File: src/rtl/buzzer_pattern_gen.sv
// Beep-pattern generator: N tone bursts of on_ms separated by off_ms gaps.
// Optional BUZZER_GAIN_SEL_EN adds a latched amplifier gain select input.
module buzzer_pattern_gen #(
    parameter int CLK_HZ = 100_000_000,
    parameter int HP_W   = 17,
    parameter int MS_W   = 10,
    parameter int REP_W  = 4
) (
    input  logic             clk,
    input  logic             rst_n,
    input  logic             start,
    input  logic             abort,
    input  logic [HP_W-1:0]  half_period,
    input  logic [MS_W-1:0]  on_ms,
    input  logic [MS_W-1:0]  off_ms,
    input  logic [REP_W-1:0] repeats,
`ifdef BUZZER_GAIN_SEL_EN
    input  logic             gain_sel,
`endif
    output logic             busy,
    output logic             done,
    output logic             audio_out,
    output logic             amp_gain,
    output logic             amp_shdn
);

    localparam int MS_DIV = (CLK_HZ / 1000 > 1) ? CLK_HZ / 1000 : 1;
    localparam int MS_CW  = (MS_DIV > 1) ? $clog2(MS_DIV) : 1;
    localparam logic [MS_CW-1:0] MS_TC = MS_CW'(MS_DIV - 1);

    typedef enum logic [1:0] {
        IDLE,
        ON,
        OFF
    } state_t;

    state_t state, state_n;

    logic [HP_W-1:0]  hp_l;
    logic [MS_W-1:0]  on_l;
    logic [MS_W-1:0]  off_l;
    logic [REP_W-1:0] rep_l;

    logic [MS_CW-1:0] ms_cnt;
    logic [MS_W-1:0]  ph_cnt;
    logic [HP_W-1:0]  tone_cnt;
    logic [REP_W-1:0] beep_cnt;

    logic accept;
    logic ms_tc;
    logic on_end;
    logic off_end;
    logic last;
    logic done_n;
    logic phase_new;

    always_comb begin
        state_n = state;
        accept  = 1'b0;
        done_n  = 1'b0;
        ms_tc   = (ms_cnt == MS_TC);
        on_end  = ms_tc && (ph_cnt == on_l - MS_W'(1));
        off_end = ms_tc && (ph_cnt == off_l - MS_W'(1));
        last    = (beep_cnt == rep_l);
        if (abort) begin
            state_n = IDLE;
        end else begin
            unique case (state)
                IDLE: begin
                    if (start) begin
                        accept  = 1'b1;
                        state_n = ON;
                    end
                end
                ON: begin
                    if (on_end) begin
                        if (last) begin
                            state_n = IDLE;
                            done_n  = 1'b1;
                        end else begin
                            state_n = OFF;
                        end
                    end
                end
                OFF: begin
                    if (off_end) state_n = ON;
                end
                default: state_n = IDLE;
            endcase
        end
        phase_new = (state_n != state);
    end

    always_ff @(posedge clk or negedge rst_n) begin
        if (!rst_n) state <= IDLE;
        else        state <= state_n;
    end

    // Zero durations and half-periods are promoted to 1 at latch time
    always_ff @(posedge clk or negedge rst_n) begin
        if (!rst_n) begin
            hp_l  <= '0;
            on_l  <= '0;
            off_l <= '0;
            rep_l <= '0;
        end else if (accept) begin
            hp_l  <= (half_period == '0) ? HP_W'(1) : half_period;
            on_l  <= (on_ms == '0) ? MS_W'(1) : on_ms;
            off_l <= (off_ms == '0) ? MS_W'(1) : off_ms;
            rep_l <= repeats;
        end
    end

    always_ff @(posedge clk or negedge rst_n) begin
        if (!rst_n) begin
            ms_cnt <= '0;
            ph_cnt <= '0;
        end else if (phase_new || state_n == IDLE) begin
            ms_cnt <= '0;
            ph_cnt <= '0;
        end else if (ms_tc) begin
            ms_cnt <= '0;
            ph_cnt <= ph_cnt + MS_W'(1);
        end else begin
            ms_cnt <= ms_cnt + MS_CW'(1);
        end
    end

    // Tone restarts low on every ON entry
    always_ff @(posedge clk or negedge rst_n) begin
        if (!rst_n) begin
            tone_cnt  <= '0;
            audio_out <= 1'b0;
        end else if (state_n == ON && !phase_new) begin
            if (tone_cnt == hp_l - HP_W'(1)) begin
                tone_cnt  <= '0;
                audio_out <= ~audio_out;
            end else begin
                tone_cnt <= tone_cnt + HP_W'(1);
            end
        end else begin
            tone_cnt  <= '0;
            audio_out <= 1'b0;
        end
    end

    always_ff @(posedge clk or negedge rst_n) begin
        if (!rst_n) begin
            beep_cnt <= '0;
        end else if (accept) begin
            beep_cnt <= '0;
        end else if (state == ON && state_n == OFF) begin
            beep_cnt <= beep_cnt + REP_W'(1);
        end
    end

    always_ff @(posedge clk or negedge rst_n) begin
        if (!rst_n) begin
            busy     <= 1'b0;
            amp_shdn <= 1'b0;
            done     <= 1'b0;
        end else begin
            busy     <= (state_n != IDLE);
            amp_shdn <= (state_n != IDLE);
            done     <= done_n;
        end
    end

`ifdef BUZZER_GAIN_SEL_EN
    logic gain_l;

    always_ff @(posedge clk or negedge rst_n) begin
        if (!rst_n) begin
            gain_l   <= 1'b0;
            amp_gain <= 1'b1;
        end else begin
            if (accept) gain_l <= gain_sel;
            if (state_n == IDLE) amp_gain <= 1'b1;
            else if (accept)     amp_gain <= gain_sel;
            else                 amp_gain <= gain_l;
        end
    end
`else
    assign amp_gain = 1'b1;
`endif

endmodule

File: config.mk
export PLATFORM = sky130hd
export DESIGN_NAME = buzzer_pattern_gen
export DESIGN_NICKNAME = d
export VERILOG_FILES = /design/src/rtl/buzzer_pattern_gen.sv
export SDC_FILE = /design/constraint.sdc
export NUM_CORES = 1
export LEC_CHECK = 0
export ABC_AREA = 1
export ABC_CLOCK_PERIOD_IN_PS = 2300
export CORE_AREA = 2 2 124 96
export CTS_CLUSTER_SIZE = 24
export DETAILED_ROUTE_END_ITERATION = 8
export DIE_AREA = 0 0 126 98
export PLACE_DENSITY_LB_ADDON = 0.1
export SYNTH_ARGS = -nofsm -noshare
export SYNTH_HDL_FRONTEND = slang
export SYNTH_SLANG_ARGS = --single-unit
export TNS_END_PERCENT = 20
File: constraint.sdc
create_clock -name clk -period 2.3 [get_ports clk]
set_clock_uncertainty 0.05 [all_clocks]
set_input_delay 0.46 -clock clk [delete_from_list [all_inputs] [get_ports clk]]
set_output_delay 0.46 -clock clk [all_outputs]
set_load 0.005 [all_outputs]
==> flow_summary.toml, run 1 <==
[final_layout]
mostFrequentLayoutCells = "211 x nand2_1, 94 x dfrtp_1, 90 x nor2_1, 80 x inv_1, 47 x clkdlybuf4s50_1"
layout-drive-gt1-share_pct = 16.3
mostFrequentLayoutCell = "nand2_1"
non_filler_cell_area_final_um2 = 7210
areaGrowthSynthToFinish_pct = 25.8
antenna-diode-count = 0
finish.net_count = 910

[global_routing]
vias_in_the_first_global_route = 5019
top_usage_layer = "met2"
maximum_number_of_pins_on_one_net_before_global_route_repair = 42
groute.layer.met1.usage_pct = 31.2
grt_first_pass_wirelength_mm = 23.0
groute.usage.overall_pct = 22.9
use_met3_pct = 6.08
grt_overflow_total = 0
antenna_found_initial = 0
grtUsageMet2_pct = 37.5

[clock_tree]
path_clk_slew_ps = 60
clock-sinks = 94
htreeDepth = 3
cts_max_path_buffers = 2
cts_made_buffers = 9
clock-root-buffer = "clkbuf_16"
cts_hold_buf = 0
clk-insertion-delay-late_ps = 340
cts_tree = "yes"

[floorplan]
placeable_core_region_um2 = 11200
floorplan.die.width_um = 126
die-area_um2 = 12300
rows = 34
initial_core_util_pct = 51.0
die_height_um = 98
ios = 50

[timing]
fmax_ghz = 0.415
timing.final.setup_violations = 28
fin_crit_ps = 2410
worst_slew_pin_slew_ps = 541
post-route-worst-setup-slack_ps = -110
unrepaired_setup_endpoints_after_global_routing = "true"
final-hold-violation-count = 0
final_max_slew_viol_count = 0
fin_crit_sh_pct = 105
slew_headroom_pct = 63.9

[route]
detail_route.drc_violations = 0
route.detailed.vias_per_inst = 5.11
final_antenna_net_count = 0
drt_wl_total_mm = 13.8
first_pass_iters = 5
detailroute.via_count = 5139
wl_per_cell_um = 13.8
detail_route.iter0.violations = 268

[setup_path]
crit_path_end = "ms_cnt[15]"
reg2reg_to = "ms_cnt[15]"
critPathArrivalTime_ps = 2640
worst_r2r_path_depth = 15
worst_r2r_startpoint = "on_l[0]"
r2r_slack_ps = -110
launch_point_of_the_worst_path = "on_l[0]"
critPathCaptureType = "flop"
worstPathMaxFanout = 5
critical_path.startpoint_type = "flop"
required_time_at_the_endpoint_of_the_critical_path_ps = 2530
criticalPathCategory = "reg2reg"

[run_status]
run_status = "complete, but fails checks"
violations = "setup timing"

[pwr]
leakagePower_nw = 3.20
p_per_area_nw_per_um2 = 620
worst_ir_drop_vdd_mv = 0.386
overall_power_mw = 4.47

[flow_run]
maximum_capacitance_violations = 0

[place]
dp_hpwl_mm = 10.0
io_buffer_count = 48
routabilityCongestion = 0.933
detailed_place.area_um2 = 6540

[synthesis]
async_flop_share_pct = 100
synth-edff-count = 0
synth.yosys.warnings = 0
syn_avg_cell_area_um2 = 7.38
netlist_cell_types = 38
postSynth.topFlopCell = "dfrtp_1"
synth-seq-area-share_pct = 41.0
synthCells = 777
syn-num-nets = 829
mappedNetlistArea_um2 = 5730
ys_ff_latch = 94

[hold_path]
hold_path_class = "in2async"
[where the power goes]
part           leakage [nW]  switching [mW]  internal (mW)
registers              1.24           0.139           1.78
logic                  1.81           0.600          0.458
clock network         0.138           0.628          0.863
[cell usage after synthesis, types with 2 or more instances]
cell type / number / share of area [%]
inv_2: 4 / 0.26
nand2_2: 2 / 0.22
nor4_1: 12 / 1.3
nor3_1: 11 / 0.96
and2_1: 3 / 0.33
nor4_2: 2 / 0.44
xnor2_1: 26 / 4.0
inv_1: 87 / 5.7
nor2_1: 103 / 6.7
nor2_2: 27 / 2.9
ha_1: 7 / 1.5
clkbuf_2: 2 / 0.17
nand3_2: 3 / 0.52
a21oi_1: 3 / 0.26
clkbuf_1: 8 / 0.52
nand3b_1: 3 / 0.39
nand3_1: 39 / 3.4
or2_2: 2 / 0.22
nand2_1: 225 / 15
nor2_4: 2 / 0.39
o21ai_0: 32 / 2.8
dfrtp_1: 94 / 41
buf_4: 3 / 0.39
nand4_1: 18 / 2.0
buf_6: 3 / 0.59
xor2_1: 44 / 6.7
[layer usage]
layer  routed length [um]  part of all wire, %
met1                 6530                   47
met2                 6490                   47
met3                  632                  4.6
met4                  170                  1.2
met5                    0                    0
[worst max-delay path, cell delays in order (launching register included)]
cell	delay, ps
dfrtp_1	380
inv_2	80
ha_4	200
xnor2_1	120
nor2_1	110
nand3_1	80
nor2_1	110
nand2_1	80
nor2_2	130
nand4_1	140
nand2_2	190
nand2_2	80
nand2_2	90
nand3_4	180
clkbuf_16	230
nor2_4	70
[logic make-up after synthesis]
logic type               after synthesis  share of synthesized area, %
flip-flops                            94                          41.0
adder cells (fa/ha/maj)                7                          1.53
AO/OA/AOI/OAI                         41                          3.75
other                                  1                        0.0654
XOR/XNOR                              70                          10.7
AND/OR/NAND/NOR                      456                          35.2
buffers and inverters                108                          7.70
[stage by stage]
step | setup slack [ps] | hold WS [ps] | utilization, % | cells | setup TNS (ps)
2_1_floorplan | 136 | 114 | - | 777 | 0
6_report | -110 | 49.8 | 64.2 | 1005 | -2490
3_5_place_dp | -56.9 | 429 | 58.2 | 979 | -1480
3_3_place_gp | 2.98 | 424 | 58.2 | 979 | 0
4_1_cts | 1.21 | 66.5 | 61.7 | 998 | 0
5_1_grt | -292 | 81.7 | 64.2 | 1005 | -9130
[worst min-delay path by stage]
| stage | startpoint | endpoint | slack [ps] | cells after the start |
|---|---|---|---|---|
| 6_report | rst_n | off_l[1] | 50 | 1 |
| 3_3_place_gp | rst_n | off_l[1] | 420 | 1 |
| 2_1_floorplan | rst_n | amp_shdn | 110 | 0 |
| 5_1_grt | rst_n | off_l[1] | 80 | 1 |
| 3_5_place_dp | rst_n | off_l[1] | 430 | 1 |
| 4_1_cts | rst_n | off_l[1] | 70 | 1 |
[state kept, by name (all words and copies together), names as in the netlist, 2 cells and up]
signal and flops:
state 2, hp_l 17, off_l 10, ph_cnt 10
beep_cnt 4, rep_l 4, ms_cnt 17, on_l 10
tone_cnt 17
[area by class of cell]
cell class / count / area, um^2
clock buffer: 11 / 243
timing repair buffer: 86 / 867
tap: 144 / 180
clock inverter: 3 / 46.3
sequential: 94 / 2350
fill: 991 / 4020
inverter: 92 / 345
multi-input combinational: 575 / 3180
[repair_timing]
item	4_1_cts	5_1_grt
gates cloned	1	2
pin swaps	0	13
setup buffers	4	5
gates resized for setup	18	52
setup endpoints to repair	44	50
Note: power is estimated with default switching activity, not from simulation.
==> run 2: changes to the inputs <==
Settings changed: CORE_AREA 2 2 124 96 to 2 2 113 104, DIE_AREA 0 0 126 98 to 0 0 115 106.
==> run 2 against run 1 <==
Fmax is 4.1% higher. Sequential power about the same. Hold slack improved by 18 ps. Cell count decreased by 0.90%. Flip-flop and latch count unchanged. The flow still finishes with violations (setup timing). Via count decreased by 2.5%. Wire length is 1.1% lower. Clock power increased by 3%. Setup slack better by 95 ps. Power up 0.82%.
==> flow_summary.toml, run 2 (synthesized netlist as in run 1, its figures left out) <==
[run_status]
run_status = "complete, but fails checks"
violations = "setup timing"

[route]
first_pass_iters = 5
wl_per_cell_um = 13.7
detailroute.via_count = 5012
route.detailed.vias_per_inst = 5.03
detail_route.drc_violations = 0
final_antenna_net_count = 0
detail_route.iter0.violations = 347
drt_wl_total_mm = 13.7

[final_layout]
finalNonFillerCells = 996
layout-drive-gt1-share_pct = 15.1
finish.net_count = 908
mostFrequentLayoutCells = "217 x nand2_1, 94 x dfrtp_1, 90 x nor2_1, 82 x inv_1, 47 x clkdlybuf4s50_1"
areaGrowthSynthToFinish_pct = 23.4
antenna-diode-count = 0
mostFrequentLayoutCell = "nand2_1"
largest_registers = "hp_l (17), ms_cnt (17), tone_cnt (17)"
fillCellCount = 1001

[setup_path]
criticalPathCategory = "reg2reg"
path_delay_family = "simple AND/OR/NAND/NOR gates"
cp_common_cell = "nand2_2"
required_time_at_the_endpoint_of_the_critical_path_ps = 2530
r2r_slack_ps = -20
critPathCaptureType = "flop"
ordered_cell_list_for_the_critical_path = "inv_2 > ha_4 > xnor2_1 > nor2_1 > nand3_1 > nor2_1 > nand2_1 > nor2_2 > nand3_2 > nand2_2 > nand2_2 > nand2_2 > nand2_2 > nand2_2 > nand3_4 > buf_12 > nor2_2"
launch_point_of_the_worst_path = "on_l[1]"
worst_r2r_startpoint = "on_l[1]"
slowest_delay_ps = 400
timing.critical_path.depth = 17
cell_with_the_largest_stage_delay_on_the_worst_path = "dfrtp_1"
worst_r2r_path_depth = 17
worstPathBufferInverterCount = 2
reg2reg_to = "ms_cnt[6]"
worstPathMaxFanout = 9
critPathArrivalTime_ps = 2550
critical_path.startpoint_type = "flop"
crit_path_end = "ms_cnt[6]"

[clock_tree]
clk-insertion-delay-late_ps = 350
htreeDepth = 3
path_clk_slew_ps = 60
clock-sinks = 94
cts_hold_buf = 0
cts_max_path_buffers = 2
cts_tree = "yes"
cts_made_buffers = 9
clock-root-buffer = "clkbuf_16"

[timing]
slew_headroom_pct = 61.3
post-route-worst-setup-slack_ps = -15.4
fmax_ghz = 0.432
worst_slew_pin_slew_ps = 576
final_max_slew_viol_count = 0
setup_total_negative_slack_ps = -118
timing.final.setup_violations = 18
finalHoldWorstSlack_ps = 67.8
final-hold-violation-count = 0
unrepaired_setup_endpoints_after_global_routing = "true"
fin_crit_sh_pct = 101
fin_crit_ps = 2320

[floorplan]
floorplan.die.width_um = 115
initial_core_util_pct = 51.6
placeable_core_region_um2 = 11100
ios = 50
die_height_um = 106
die-area_um2 = 12200
rows = 37

[global_routing]
grt_overflow_total = 0
antenna_found_initial = 0
groute.usage.overall_pct = 24.2
maximum_number_of_pins_on_one_net_before_global_route_repair = 95
grt_first_pass_wirelength_mm = 23.4
vias_in_the_first_global_route = 5099

[pwr]
p_per_area_nw_per_um2 = 637
overall_power_mw = 4.51
leakagePower_nw = 3.17
worst_ir_drop_vdd_mv = 0.459

[flow_run]
maximum_capacitance_violations = 0

[hold_path]
hold_path_class = "in2async"

[place]
dp_hpwl_mm = 10.0
io_buffer_count = 48
routabilityCongestion = 0.901
place.detailed.instances = 977
## run 2: cell count changes in the layout (fill, tap and decap cells not counted), moves of 2 or more
cell       delta
inv_1         +2
clkbuf_16     -2
nand2_2       -4
nand2_1       +6
nor2_2       +11
nor2_4       -11
inv_2         -2
nand2_4       -2
## run 2: timing repair
| item | in CTS | in global routing |
|---|---|---|
| pin swaps | 2 | 7 |
| setup buffers | 1 | 2 |
| gates resized for setup | 12 | 33 |
| setup endpoints to repair | 24 | 49 |
| gates cloned | 1 | 0 |
## run 2: per-stage QoR
step / util [%] / area, um^2 / setup slack [ps]
6_report: 63.7 / 7070 / -15.4
5_1_grt: 63.7 / 7070 / -200
4_1_cts: 62.5 / 6950 / 10.3
3_5_place_dp: 59.1 / 6570 / -43.9
3_3_place_gp: 59.1 / 6570 / -22.9
2_1_floorplan: - / 5730 / 136
## run 2: area by class of cell
| cell class | count | area (um^2) | area share [%] |
|---|---|---|---|
| Clock inverter | 4 | 55.1 | 0.778 |
| Timing Repair Buffer | 84 | 813 | 11.5 |
| Multi-Input combinational cell | 575 | 3090 | 43.6 |
| Tap cell | 136 | 170 | 2.41 |
| Sequential cell | 94 | 2350 | 33.3 |
| Clock buffer | 11 | 253 | 3.57 |
| Inverter | 92 | 345 | 4.88 |
## run 2: worst min-delay path by stage
| stage | cells after the start | endpoint | slack [ps] |
|---|---|---|---|
| after detailed placement | 1 | tone_cnt[0] | 430 |
| after CTS | 2 | off_l[2] | 130 |
| after global placement | 1 | tone_cnt[0] | 430 |
| final | 2 | off_l[4] | 70 |
| after floorplan | 0 | amp_shdn | 110 |
| after global routing | 2 | off_l[0] | 150 |
## run 2: power by group
part           internal [mW]  total [mW]  switching [mW]  leakage [nW]
clock network          0.901        1.54           0.641         0.148
registers               1.78        1.92           0.140          1.24
logic                  0.451        1.04           0.590          1.78
total                   3.14        4.51            1.37          3.17
## run 2: routing by layer
layer	vias to the layer above	part of all wire (%)	global-route usage, %
met1	2318	47	33.7
met5	-	0	0
met2	95	47	38.0
met3	20	4.4	5.30
li1	2579	-	-
met4	0	1.4	6.97
